## src/rtl/dsp48a1_mac_sequencer_pkg.sv

```systemverilog
// rtl/dsp48a1_mac_sequencer_pkg.sv - OPMODE field encodings and FSM states for the MAC sequencer
package dsp48a1_mac_sequencer_pkg;

  localparam logic [1:0] X_ZERO = 2'b00;
  localparam logic [1:0] X_M    = 2'b01;
  localparam logic [1:0] Z_ZERO = 2'b00;
  localparam logic [1:0] Z_P    = 2'b10;
  localparam logic [1:0] Z_C    = 2'b11;

  localparam logic [3:0] OPM_FIRST   = {Z_ZERO, X_M};
  localparam logic [3:0] OPM_FIRST_C = {Z_C, X_M};
  localparam logic [3:0] OPM_ACC     = {Z_P, X_M};
  localparam logic [3:0] OPM_HOLD_P  = {Z_P, X_ZERO};

  typedef enum logic [1:0] {
    ST_IDLE  = 2'd0,
    ST_ISSUE = 2'd1,
    ST_DRAIN = 2'd2,
    ST_DONE  = 2'd3
  } state_e;

  function automatic logic [3:0] term_opmode(input logic first, input logic use_c);
    if (!first) return OPM_ACC;
    return use_c ? OPM_FIRST_C : OPM_FIRST;
  endfunction

endpackage

```

## src/rtl/dsp48a1_mac_sequencer_skew.sv

```systemverilog
// rtl/dsp48a1_mac_sequencer_skew.sv - OPMODE[3:0] delay line, advances only with the slice clock enable
module dsp48a1_mac_sequencer_skew #(
  parameter int DEPTH = 2
) (
  input  logic       clk_i,
  input  logic       rst_i,
  input  logic       en_i,
  input  logic [3:0] d_i,
  output logic [3:0] q_o
);

  logic [3:0] stage_q [DEPTH];

  always_ff @(posedge clk_i or posedge rst_i) begin
    if (rst_i) begin
      for (int i = 0; i < DEPTH; i++) stage_q[i] <= 4'b0000;
    end else if (en_i) begin
      stage_q[0] <= d_i;
      for (int i = 1; i < DEPTH; i++) stage_q[i] <= stage_q[i-1];
    end
  end

  assign q_o = stage_q[DEPTH-1];

endmodule

```

## src/rtl/dsp48a1_mac_sequencer.sv

```systemverilog
// rtl/dsp48a1_mac_sequencer.sv - drives one DSP48A1 slice through N-term multiply-accumulate jobs
module dsp48a1_mac_sequencer
  import dsp48a1_mac_sequencer_pkg::*;
#(
  parameter int LEN_W    = 8,
  parameter int PIPE_LAT = 3,
  parameter int OP_SKEW  = 2
) (
  input  logic              clk,
  input  logic              RST,
  input  logic              cmd_valid,
  output logic              cmd_ready,
  input  logic [LEN_W-1:0]  cmd_len,
  input  logic              cmd_preadd,
  input  logic              cmd_sub,
  input  logic              cmd_use_c,
  input  logic              op_valid,
  output logic              op_ready,
  input  logic [17:0]       op_a,
  input  logic [17:0]       op_b,
  input  logic [17:0]       op_d,
  output logic [17:0]       dsp_a,
  output logic [17:0]       dsp_b,
  output logic [17:0]       dsp_d,
  output logic [7:0]        dsp_opmode,
  output logic              dsp_ce,
  output logic              dsp_cec,
  output logic              dsp_rst,
  input  logic [47:0]       dsp_p,
  output logic              res_valid,
  input  logic              res_ready,
  output logic [47:0]       res_data,
  output logic              err_len0
);

  // Slice steps lag the issue handshake by one cycle because dsp_ce is registered.
  localparam int DRAIN_LAST = PIPE_LAT + OP_SKEW + 1;
  localparam int DRAIN_W    = $clog2(DRAIN_LAST + 1);

  state_e             state_q, state_d;
  logic [LEN_W-1:0]   len_q;
  logic               preadd_q, sub_q, use_c_q;
  logic [LEN_W-1:0]   term_cnt_q, term_cnt_d;
  logic [DRAIN_W-1:0] drain_cnt_q, drain_cnt_d;
  logic [3:0]         issue_op_q, issue_op_d;
  logic [17:0]        dsp_a_q, dsp_b_q, dsp_d_q;
  logic               dsp_ce_q, dsp_ce_d;
  logic               dsp_cec_q, dsp_cec_d;
  logic               dsp_rst_q;
  logic               res_valid_q, res_valid_d;
  logic [47:0]        res_data_q, res_data_d;
  logic               err_len0_q, err_len0_d;
  logic               load_cmd, load_op;
  logic               cmd_fire, op_fire;
  logic [3:0]         skew_op;

  assign cmd_ready = (state_q == ST_IDLE) && !dsp_rst_q;
  assign op_ready  = (state_q == ST_ISSUE);
  assign cmd_fire  = cmd_valid && cmd_ready;
  assign op_fire   = op_valid && op_ready;

  always_comb begin
    state_d     = state_q;
    term_cnt_d  = term_cnt_q;
    drain_cnt_d = drain_cnt_q;
    issue_op_d  = issue_op_q;
    dsp_ce_d    = 1'b0;
    dsp_cec_d   = 1'b0;
    res_valid_d = res_valid_q;
    res_data_d  = res_data_q;
    err_len0_d  = 1'b0;
    load_cmd    = 1'b0;
    load_op     = 1'b0;
    case (state_q)
      ST_IDLE: begin
        if (cmd_fire) begin
          if (cmd_len == '0) begin
            err_len0_d = 1'b1;
          end else begin
            load_cmd   = 1'b1;
            term_cnt_d = '0;
            state_d    = ST_ISSUE;
          end
        end
      end
      ST_ISSUE: begin
        if (op_fire) begin
          load_op    = 1'b1;
          dsp_ce_d   = 1'b1;
          dsp_cec_d  = use_c_q && (term_cnt_q == '0);
          issue_op_d = term_opmode(term_cnt_q == '0, use_c_q);
          term_cnt_d = term_cnt_q + LEN_W'(1);
          if (term_cnt_q == len_q - LEN_W'(1)) begin
            state_d     = ST_DRAIN;
            drain_cnt_d = '0;
          end
        end
      end
      ST_DRAIN: begin
        issue_op_d = OPM_HOLD_P;
        if (drain_cnt_q == DRAIN_W'(DRAIN_LAST)) begin
          res_valid_d = 1'b1;
          res_data_d  = dsp_p;
          state_d     = ST_DONE;
        end else begin
          dsp_ce_d    = 1'b1;
          drain_cnt_d = drain_cnt_q + DRAIN_W'(1);
        end
      end
      ST_DONE: begin
        if (res_ready) begin
          res_valid_d = 1'b0;
          state_d     = ST_IDLE;
        end
      end
      default: state_d = ST_IDLE;
    endcase
  end

  always_ff @(posedge clk or posedge RST) begin
    if (RST) begin
      state_q     <= ST_IDLE;
      len_q       <= '0;
      preadd_q    <= 1'b0;
      sub_q       <= 1'b0;
      use_c_q     <= 1'b0;
      term_cnt_q  <= '0;
      drain_cnt_q <= '0;
      issue_op_q  <= 4'b0000;
      dsp_a_q     <= '0;
      dsp_b_q     <= '0;
      dsp_d_q     <= '0;
      dsp_ce_q    <= 1'b0;
      dsp_cec_q   <= 1'b0;
      dsp_rst_q   <= 1'b1;
      res_valid_q <= 1'b0;
      res_data_q  <= '0;
      err_len0_q  <= 1'b0;
    end else begin
      state_q     <= state_d;
      term_cnt_q  <= term_cnt_d;
      drain_cnt_q <= drain_cnt_d;
      issue_op_q  <= issue_op_d;
      dsp_ce_q    <= dsp_ce_d;
      dsp_cec_q   <= dsp_cec_d;
      dsp_rst_q   <= 1'b0;
      res_valid_q <= res_valid_d;
      res_data_q  <= res_data_d;
      err_len0_q  <= err_len0_d;
      if (load_cmd) begin
        len_q    <= cmd_len;
        preadd_q <= cmd_preadd;
        sub_q    <= cmd_sub;
        use_c_q  <= cmd_use_c;
      end
      if (load_op) begin
        dsp_a_q <= op_a;
        dsp_b_q <= op_b;
        dsp_d_q <= op_d;
      end
    end
  end

  dsp48a1_mac_sequencer_skew #(
    .DEPTH (OP_SKEW)
  ) u_skew (
    .clk_i (clk),
    .rst_i (RST),
    .en_i  (dsp_ce_q),
    .d_i   (issue_op_q),
    .q_o   (skew_op)
  );

  assign dsp_a      = dsp_a_q;
  assign dsp_b      = dsp_b_q;
  assign dsp_d      = dsp_d_q;
  assign dsp_opmode = {1'b0, sub_q, 1'b0, preadd_q, skew_op};
  assign dsp_ce     = dsp_ce_q;
  assign dsp_cec    = dsp_cec_q;
  assign dsp_rst    = dsp_rst_q;
  assign res_valid  = res_valid_q;
  assign res_data   = res_data_q;
  assign err_len0   = err_len0_q;

endmodule

```

## config.mk

```make
export PLATFORM = sky130hd
export DESIGN_NAME = dsp48a1_mac_sequencer
export DESIGN_NICKNAME = d
export VERILOG_FILES = /design/src/rtl/dsp48a1_mac_sequencer_pkg.sv /design/src/rtl/dsp48a1_mac_sequencer_skew.sv /design/src/rtl/dsp48a1_mac_sequencer.sv
export SDC_FILE = /design/constraint.sdc
export NUM_CORES = 1
export LEC_CHECK = 0
export ABC_CLOCK_PERIOD_IN_PS = 4600
export BUFFER_PORTS_ARGS = -buffer_cell sky130_fd_sc_hd__buf_2
export CORE_MARGIN = 2
export CORE_UTILIZATION = 49
export CTS_CLUSTER_SIZE = 8
export DETAILED_ROUTE_END_ITERATION = 7
export MAX_ROUTING_LAYER = met4
export PLACE_DENSITY = 0.8
export SYNTH_ARGS = -nofsm -noshare
export SYNTH_HDL_FRONTEND = slang
export SYNTH_HIERARCHICAL = 1
export SYNTH_SLANG_ARGS = --single-unit
```

## constraint.sdc

```tcl
create_clock -name clk -period 4.6 [get_ports clk]
set_clock_uncertainty 0.15 [all_clocks]
set_input_delay 0.23 -clock clk [delete_from_list [all_inputs] [get_ports clk]]
set_output_delay 0.23 -clock clk [all_outputs]
set_load 0.03 [all_outputs]
```

==> metrics.txt, run 1 <==
worst slew pin tran 1.089 ns; Leak 4.333 nW; hold slack 0.04560 ns; WHS Endpoint dsp_ce; WS Path Type register to register; I/O Pins 235; reg-to-reg slack, setup 1.67 ns; critical path's slowest cell or4_4; post-cts gate resize count 0; crit path max fanout 8; delay-heaviest family, CP simple AND/OR/NAND/NOR gates; Starting Density 0.5019; Synth area leaders dfrtp_1 (59%), mux2_2 (20%), nand2_1 (2.2%); detailed placement HPWL 10080 um; Reg clk slew, reported paths 0.06 ns; clock root cell clkbuf_16; post-layout min period 2.933 ns; TNS Setup 0 ns; Post-synth EDFFs 0; fin nets 912; CP Capture Type register; Reg2Reg Launch Point len_q[0]; largest area contributor in the netlist dfrtp_1; post-placement cell count 798; # DRC 0; Avg WL per Cell 17.62 um; R2R Path End state_q[1]; M3 GR Usage 0.05717; VDD IR max 459.9 uV; hold_sp op_valid; total power 0.005471 W; largest net degree at the start of global routing 60; DRT Wirelength 16670 um; Hold Crit Class input pin to register; P&R area growth vs syn 50.21%; first-pass GRT wire length 26030 um; Yosys reg bits 142; largest stage delay on the critical path 0.59 ns; DR iter-0 viols 242; fin cells 946; post-CTS setup buffer count 0; Syn Inst Count 439; worst setup path startpoint len_q[0]; ANT nets after route 0; Buf/Inv on CP 0; total gr overflow 0; Max Cap Viol 0; vias in the first global route 5241; PwrDens 606.7 nW/um^2; Core Rows 40; Syn Area/Cell 13.67 um^2; global route hottest layer met2; I/O Buffers 232; antenna violations before repair 0; Final Hold Fails 0; Seq/Total Area, Yosys 0.5921; Final Max Tran Viols 0; Total GRT Usage 0.2689; worst skew pair latency 0.42 ns; worst hold path depth 3; CP Data Required Time 4.75 ns; relative slew slack 0.2737; Die ar. 13150 um^2; Async SR Flop Fraction 1.000; Vias/cell 5.134; TritonCTS clock tree built; CTS H-tree depth 4; CTS Buf Count 17; outcome completed; f_max 341.0 MHz; Levels on crit path 6; via count 4857; Final Util 0.7539; clk sinks 142; routability cong. 0.8805; Distinct cells, synth 49; chip height 114.7 um; layout cells sized above 1 0.4925; met2 Track Usage GR 0.4821; core box area 11960 um^2; Mapped Area 6003 um^2; Die Wd 114.7 um; most common flop cell mapped by yosys dfrtp_1; cells on worst reg2reg path 6; crit share post-route 0.6376; share of the synthesized area in the top cell type 0.5877; RSZ-0062 raised after global routing no; CP startpoint kind register; Pre-Repair DR Iteration Count 4; critical path arrival 3.08 ns; met1 usage 0.2809; maximum clock insertion buffer count 2; final setup vio count 0; YS warnings 6; cells along the critical path or4_4 > a2111oi_4 > nor3_2 > o41ai_4 > nor3b_2 > mux2_1
==> area by class of cell <==
class                           instances  area (um^2)
Clock buffer                           22        494.2
Inverter                               12        47.55
Multi-Input combinational cell        261         2282
Antenna cell                            1        2.502
Timing Repair Buffer                  351         2342
Fill cell                             734         2944
Clock inverter                         10        110.1
Sequential cell                       142         3555
Tap cell                              147        183.9
==> state kept, by name, indices dropped and copies added, names as in the netlist, 2 cells and up <==
signal,cells
res_data,48
dsp_a,18
dsp_b,18
dsp_d,18
len_q,8
term_cnt_q,8
u_skew/q_o,4
u_skew/stage_q,4
drain_cnt_q,3
issue_op_q,3
state_q,2
==> metrics by stage <==
| step | cell area [um^2] | worst slack, ns |
|---|---|---|
| after floorplan | 6015 | 0.6389 |
| after global placement | 7259 | 1.796 |
| after detailed placement | 7259 | 1.702 |
| after CTS | 9015 | 1.692 |
| after global routing | 9015 | 1.560 |
| final | 9017 | 1.667 |
==> worst min-delay path: stages <==
cell	delay, ns
buf_2	0.15
nand2_1	0.10
a21boi_0	0.08
==> synthesized netlist by cell type, drive strengths merged (4+ instances only) <==
cell    count
a22o        4
nor2       15
ha          9
xnor2       7
clkbuf     13
nand3       6
nand2      35
dfrtp     141
inv        12
xor2        7
a21oi       6
mux2      113
buf        14
and2        4
o21ai       9
nor4        5
==> what timing repair did <==
action                     in CTS  in global routing
hold endpoints to repair      179                  0
hold buffers                  115                  0
setup endpoints to repair       0                  0
==> cells by family (layout without fill, tap and decap cells) <==
family	Yosys count	count (layout)	share of synthesized area
buf+inv	39	395	0.03064
fa+ha+maj	9	9	0.01876
simple gates	84	84	0.07065
flops	142	142	0.5921
compound gates	35	35	0.04648
mux	115	115	0.2203
xor+xnor	14	14	0.02043
other cells	1	5	0.0006247
==> how the worst max path moves through the flow <==
| stage | endpoint |
|---|---|
| 2_1_floorplan | drain_cnt_q[0] |
| 3_3_place_gp | state_q[1] |
| 3_5_place_dp | state_q[1] |
| 4_1_cts | state_q[1] |
| 5_1_grt | state_q[1] |
| 6_report | state_q[1] |
==> placed cells by master, fill, tap and decap left out, drive strengths merged, types with 5 or more instances in the layout <==
master / instances
nand3: 6
xor2: 7
ha: 9
nor4: 5
o21ai: 9
dfrtp: 141
nor2: 15
dlygate4sd3: 115
clkbuf: 22
a21oi: 6
mux2: 113
nand2: 35
buf: 236
xnor2: 7
inv: 12
==> power breakdown <==
part           internal [W]  switching [W]  total, W  leakage, nW
combinational      0.000857        0.00129   0.00215         2.34
sequential          0.00165       0.000294   0.00194         1.70
clock              0.000865       0.000512   0.00138        0.290
==> layer usage <==
layer	share of wire	wire length, um
met1	0.36	6042
met2	0.56	9267
met3	0.048	792
met4	0.034	562
met5	0	0
(Power assumes the default switching activity.)
==> inputs of run 2 (changes only) <==
Settings changed: ABC_CLOCK_PERIOD_IN_PS 4600 to 2600, CORE_UTILIZATION 49 to 44, PLACE_DENSITY 0.8 to 0.76.
Clock period 4.6 ns to 2.6 ns, I/O delays scaled along.
==> run 2 against run 1 <==
  * Clock power increased by 76%
  * Die area grew 11%
  * Largest power group unchanged
  * Cell count rose by 4.4%
  * Sequential power increased by 77%
  * Global-route usage fell by 2.5 points
  * Count of clock-buffer cells in the layout fell by 4
  * Routed wire length grew 0.25%
  * Non-clock buffer count grew 14
  * Core utilization fell by 6.1 points
  * Critical path type unchanged
  * Via count grew 1.3%
==> metrics.txt, run 2 (synthesized netlist as in run 1, its figures left out) <==
outcome completed; Final Hold Fails 0; CP startpoint kind register; routability cong. 0.8600; via count 4922; delay-heaviest family, CP simple AND/OR/NAND/NOR gates; I/O Buffers 232; layout cells sized above 1 0.5037; vias in the first global route 5405; crit path max fanout 6; Pint 0.006027 W; maximum clock insertion buffer count 2; switching share of power 0.3904; Total GRT Usage 0.2439; CTS H-tree depth 4; worst slew pin tran 0.8834 ns; DRT Wirelength 16710 um; worst skew pair latency 0.42 ns; hold slack 0.06649 ns; combinational share of power 0.406; Die Wd 120.8 um; ANT nets after route 0; max reg flops 48; antenna violations before repair 0; clock share of power 0.246; commonest non-fill, non-tap cell in the layout buf_2; Pre-Repair DR Iteration Count 4; antenna cells 0; DR iter-0 viols 243; TritonCTS clock tree built; critical path's slowest cell or3b_2; largest net degree at the start of global routing 70; switching pwr 0.003860 W; Buf/Inv on CP 0; clock root cell clkbuf_16; Max Cap Viol 0; worst slack at placement 0.02597 ns; largest stage delay on the critical path 0.51 ns; Die ar. 14590 um^2; CP Data Required Time 2.76 ns; chip height 120.8 um; commonest cells after routing, fill and taps aside buf_2 (232), dfrtp_1 (139), dlygate4sd3_1 (118); fin nets 926; Core Rows 42; post-layout min period 2.543 ns; Reg clk slew, reported paths 0.06 ns; reg-to-reg slack, setup 0.06 ns; detailed placement HPWL 10080 um; relative slew slack 0.4111; # DRC 0; final setup vio count 0; PwrDens 1073 nW/um^2; clk sinks 142; I/O Pins 235; first-pass GRT wire length 26360 um; Seq pwr share 0.348; Hold Crit Class input pin to asynchronous set/reset pin; core box area 13300 um^2; P&R area growth vs syn 53.52%; Leak 4.405 nW; Vias/cell 4.982; critical path arrival 2.70 ns; Starting Density 0.4515; CP Capture Type register; VDD IR max 893.8 uV; post-placement cell count 832; cells along the critical path or3b_2 > nor4_4 > nor3_2 > o41ai_4 > nor3b_4 > mux2_4; crit share post-route 0.9781; f_max 393.2 MHz; final worst setup slack 0.05682 ns; Avg WL per Cell 16.91 um; TNS Setup 0 ns; Final Max Tran Viols 0; WS Path Type register to register; CTS Buf Count 17; total gr overflow 0; fin cells 988
==> run 2: changes by cell type in the layout (fill, tap and decap cells not counted), sizes merged <==
| cell | before | now |
|---|---|---|
| buf | 236 | 247 |
| clkbuf | 22 | 18 |
| clkinv | 4 | 3 |
| clkinvlp | 4 | 5 |
| diode | 1 | 0 |
| dlygate4sd3 | 115 | 118 |
| inv | 12 | 16 |
==> run 2: worst paths after layout <==
kind,start,cells past startpoint,to
min in group clk,cmd_len[6],4,len_q[6]
max reg2reg,len_q[5],6,state_q[1]
max,len_q[5],6,state_q[1]
min,RST,3,u_skew/q_o[2]
min reg2reg,res_data[1],1,res_data[1]
max in group asynchronous,RST,4,len_q[5]
==> run 2: area by class of cell <==
type	count	area, um^2
fill	859	4079
sequential	142	3557
timing repair buffer	365	2480
multi-input combinational	261	2315
clock buffer	18	439.2
tap	176	220.2
clock inverter	14	156.4
inverter	12	48.80
==> run 2: per-stage QoR <==
| step | util | power [W] | instance area, um^2 |
|---|---|---|---|
| detailed placement | 0.5539 | 0.007119 | 7365 |
| global placement | 0.5539 | 0.006952 | 7365 |
| global route | 0.6932 | 0.01040 | 9216 |
| floorplan | - | 0.006052 | 6023 |
| CTS | 0.6876 | 0.009748 | 9141 |
| finish | 0.6932 | 0.009886 | 9216 |
==> run 2: power by group through the flow <==
stage / Sequential (W) / Combinational, W / Clock (W)
3_3_place_gp: 0.00338 / 0.00357 / 0
6_report: 0.00344 / 0.00401 / 0.00243
3_5_place_dp: 0.00343 / 0.00369 / 0
4_1_cts: 0.00341 / 0.00385 / 0.00248
2_1_floorplan: 0.00431 / 0.00174 / 0
5_1_grt: 0.00353 / 0.00428 / 0.00259
==> run 2: metal layers <==
layer  vias up  GRT usage  routed length (um)
met3        46    0.06415                 862
met1      2439     0.2442                5954
met5         -          -                   0
li1       2242          -                   -
met4         0     0.1112                 539
met2       195     0.4424                9352
==> run 2: tightest hold or removal path: cells and delay by family <==
family / cells / cell delay (ns)
buffers and inverters: 3 / 0.90
==> run 2: repair_timing <==
item                                    CTS  global route
endpoints found under the setup margin    0             1
resized for setup                         0             7
hold buffers                            118             0
hold endpoints to repair                258             0
setup buffers                             0             6
==> inputs of run 3 (changes only) <==
Settings changed: CORE_UTILIZATION 44 to 46, CTS_BUF_LIST from default to sky130_fd_sc_hd__clkbuf_8, PLACE_DENSITY 0.76 to 0.79.
==> run 3 against run 2 <==
  * Sequential power about the same
  * Cell count shrank 0.91%
  * Core utilization increased by 1.8 points
==> metrics.txt, run 3 (synthesized netlist as in run 1, its figures left out) <==
outcome completed; critical path arrival 2.71 ns; Final Max Tran Viols 0; ANT nets after route 0; relative slew slack 0.5347; Max Cap Viol 0; CP Data Required Time 2.76 ns; fill cell count 851; TNS Setup 0 ns; final worst setup slack 0.05383 ns; # DRC 0; detailed placement HPWL 9869 um; worst slack at placement 0.03402 ns; WS Path Type register to register; Leak 4.311 nW; clock root cell clkbuf_8; Die ar. 13980 um^2; I/O Buffers 232; crit share post-route 0.9793; fin nets 920; Reg2Reg Launch Point len_q[2]; Starting Density 0.4738; commonest cells after routing, fill and taps aside buf_2 (232), dfrtp_1 (139), dlygate4sd3_1 (118); Register Area 3557 um^2; P&R area growth vs syn 50.12%; total power 0.009236 W; CP Capture Type register; core box area 12670 um^2; reg-to-reg slack, setup 0.05 ns; max reg flops 48; multi-input logic area 2313 um^2; largest net degree at the start of global routing 135; Core Rows 41; Final Hold Fails 0; cells on worst reg2reg path 6; R2R Path End state_q[1]; Die Wd 118.2 um; total gr overflow 0; PwrDens 1025 nW/um^2; DR iter-0 viols 224; TritonCTS clock tree built; final setup vio count 0; routability cong. 0.8174; Hold Crit Class input pin to asynchronous set/reset pin; chip height 118.2 um; via count 4828; Total GRT Usage 0.2470; cell area after placement 7357 um^2; Reg clk slew, reported paths 0.07 ns; Avg WL per Cell 16.74 um; crit path max fanout 3; vias in the first global route 5314; antenna violations before repair 1; worst slew pin tran 0.6979 ns; CP startpoint kind register; worst skew pair latency 0.43 ns; first-pass GRT wire length 26270 um; CTS Buf Count 17; f_max 392.7 MHz; Pre-Repair DR Iteration Count 6; post-layout min period 2.546 ns; DRT Wirelength 16390 um; final instance area 9012 um^2; maximum clock insertion buffer count 2; commonest non-fill, non-tap cell in the layout buf_2; Vias/cell 4.932; clk sinks 142; VDD IR max 857.3 uV; layout cells sized above 1 0.4975; I/O Pins 235; CTS H-tree depth 4
run 3: power by group:
group          internal, W  switching [W]
Combinational      0.00162        0.00230
Clock              0.00100       0.000867
Sequential         0.00291       0.000532
Total              0.00553        0.00370
run 3: per-stage QoR:
step / util / hold WS [ns] / cells
floorplan: - / -0.2043 / 442
global route: 0.7113 / 0.08594 / 979
detailed placement: 0.5806 / -0.03624 / 826
CTS: 0.7076 / 0.03692 / 976
global placement: 0.5806 / -0.04779 / 826
finish: 0.7113 / 0.05590 / 979
run 3: worst max-delay path: stages (launching register included):
cell       delay [ns]
dfrtp_1          0.39
or4_4            0.59
a2111oi_4        0.22
nor3_2           0.09
o41ai_4          0.40
nor3b_4          0.26
mux2_1           0.33
run 3: worst max-delay path by stage:
stage | end | cells past startpoint | from
after floorplan | state_q[1] | 6 | len_q[0]
after global placement | state_q[1] | 8 | len_q[0]
after detailed placement | state_q[1] | 8 | len_q[0]
after CTS | state_q[1] | 8 | len_q[0]
after global routing | state_q[1] | 9 | len_q[0]
final | state_q[1] | 6 | len_q[2]
run 3: layout make-up:
class	instances	area share
tap	172	0.02388
clock buffer	19	0.02902
multi-input combinational	261	0.2567
timing repair buffer	359	0.2716
inverter	12	0.005414
sequential	142	0.3947
clock inverter	13	0.01846
antenna	1	0.0002777
run 3: routing by layer:
layer / GRT usage / vias up / wire length (um)
met5: - / - / 0
met4: 0.08961 / 0 / 450
met1: 0.2664 / 2397 / 6233
met2: 0.4429 / 170 / 8927
met3: 0.05695 / 33 / 781
li1: - / 2228 / -
run 3: what timing repair did:
item | in CTS | in global routing
endpoints found under the setup margin | 0 | 1
hold buffers | 118 | 0
resized for setup | 0 | 7
hold endpoints to repair | 262 | 0
setup buffers | 0 | 2
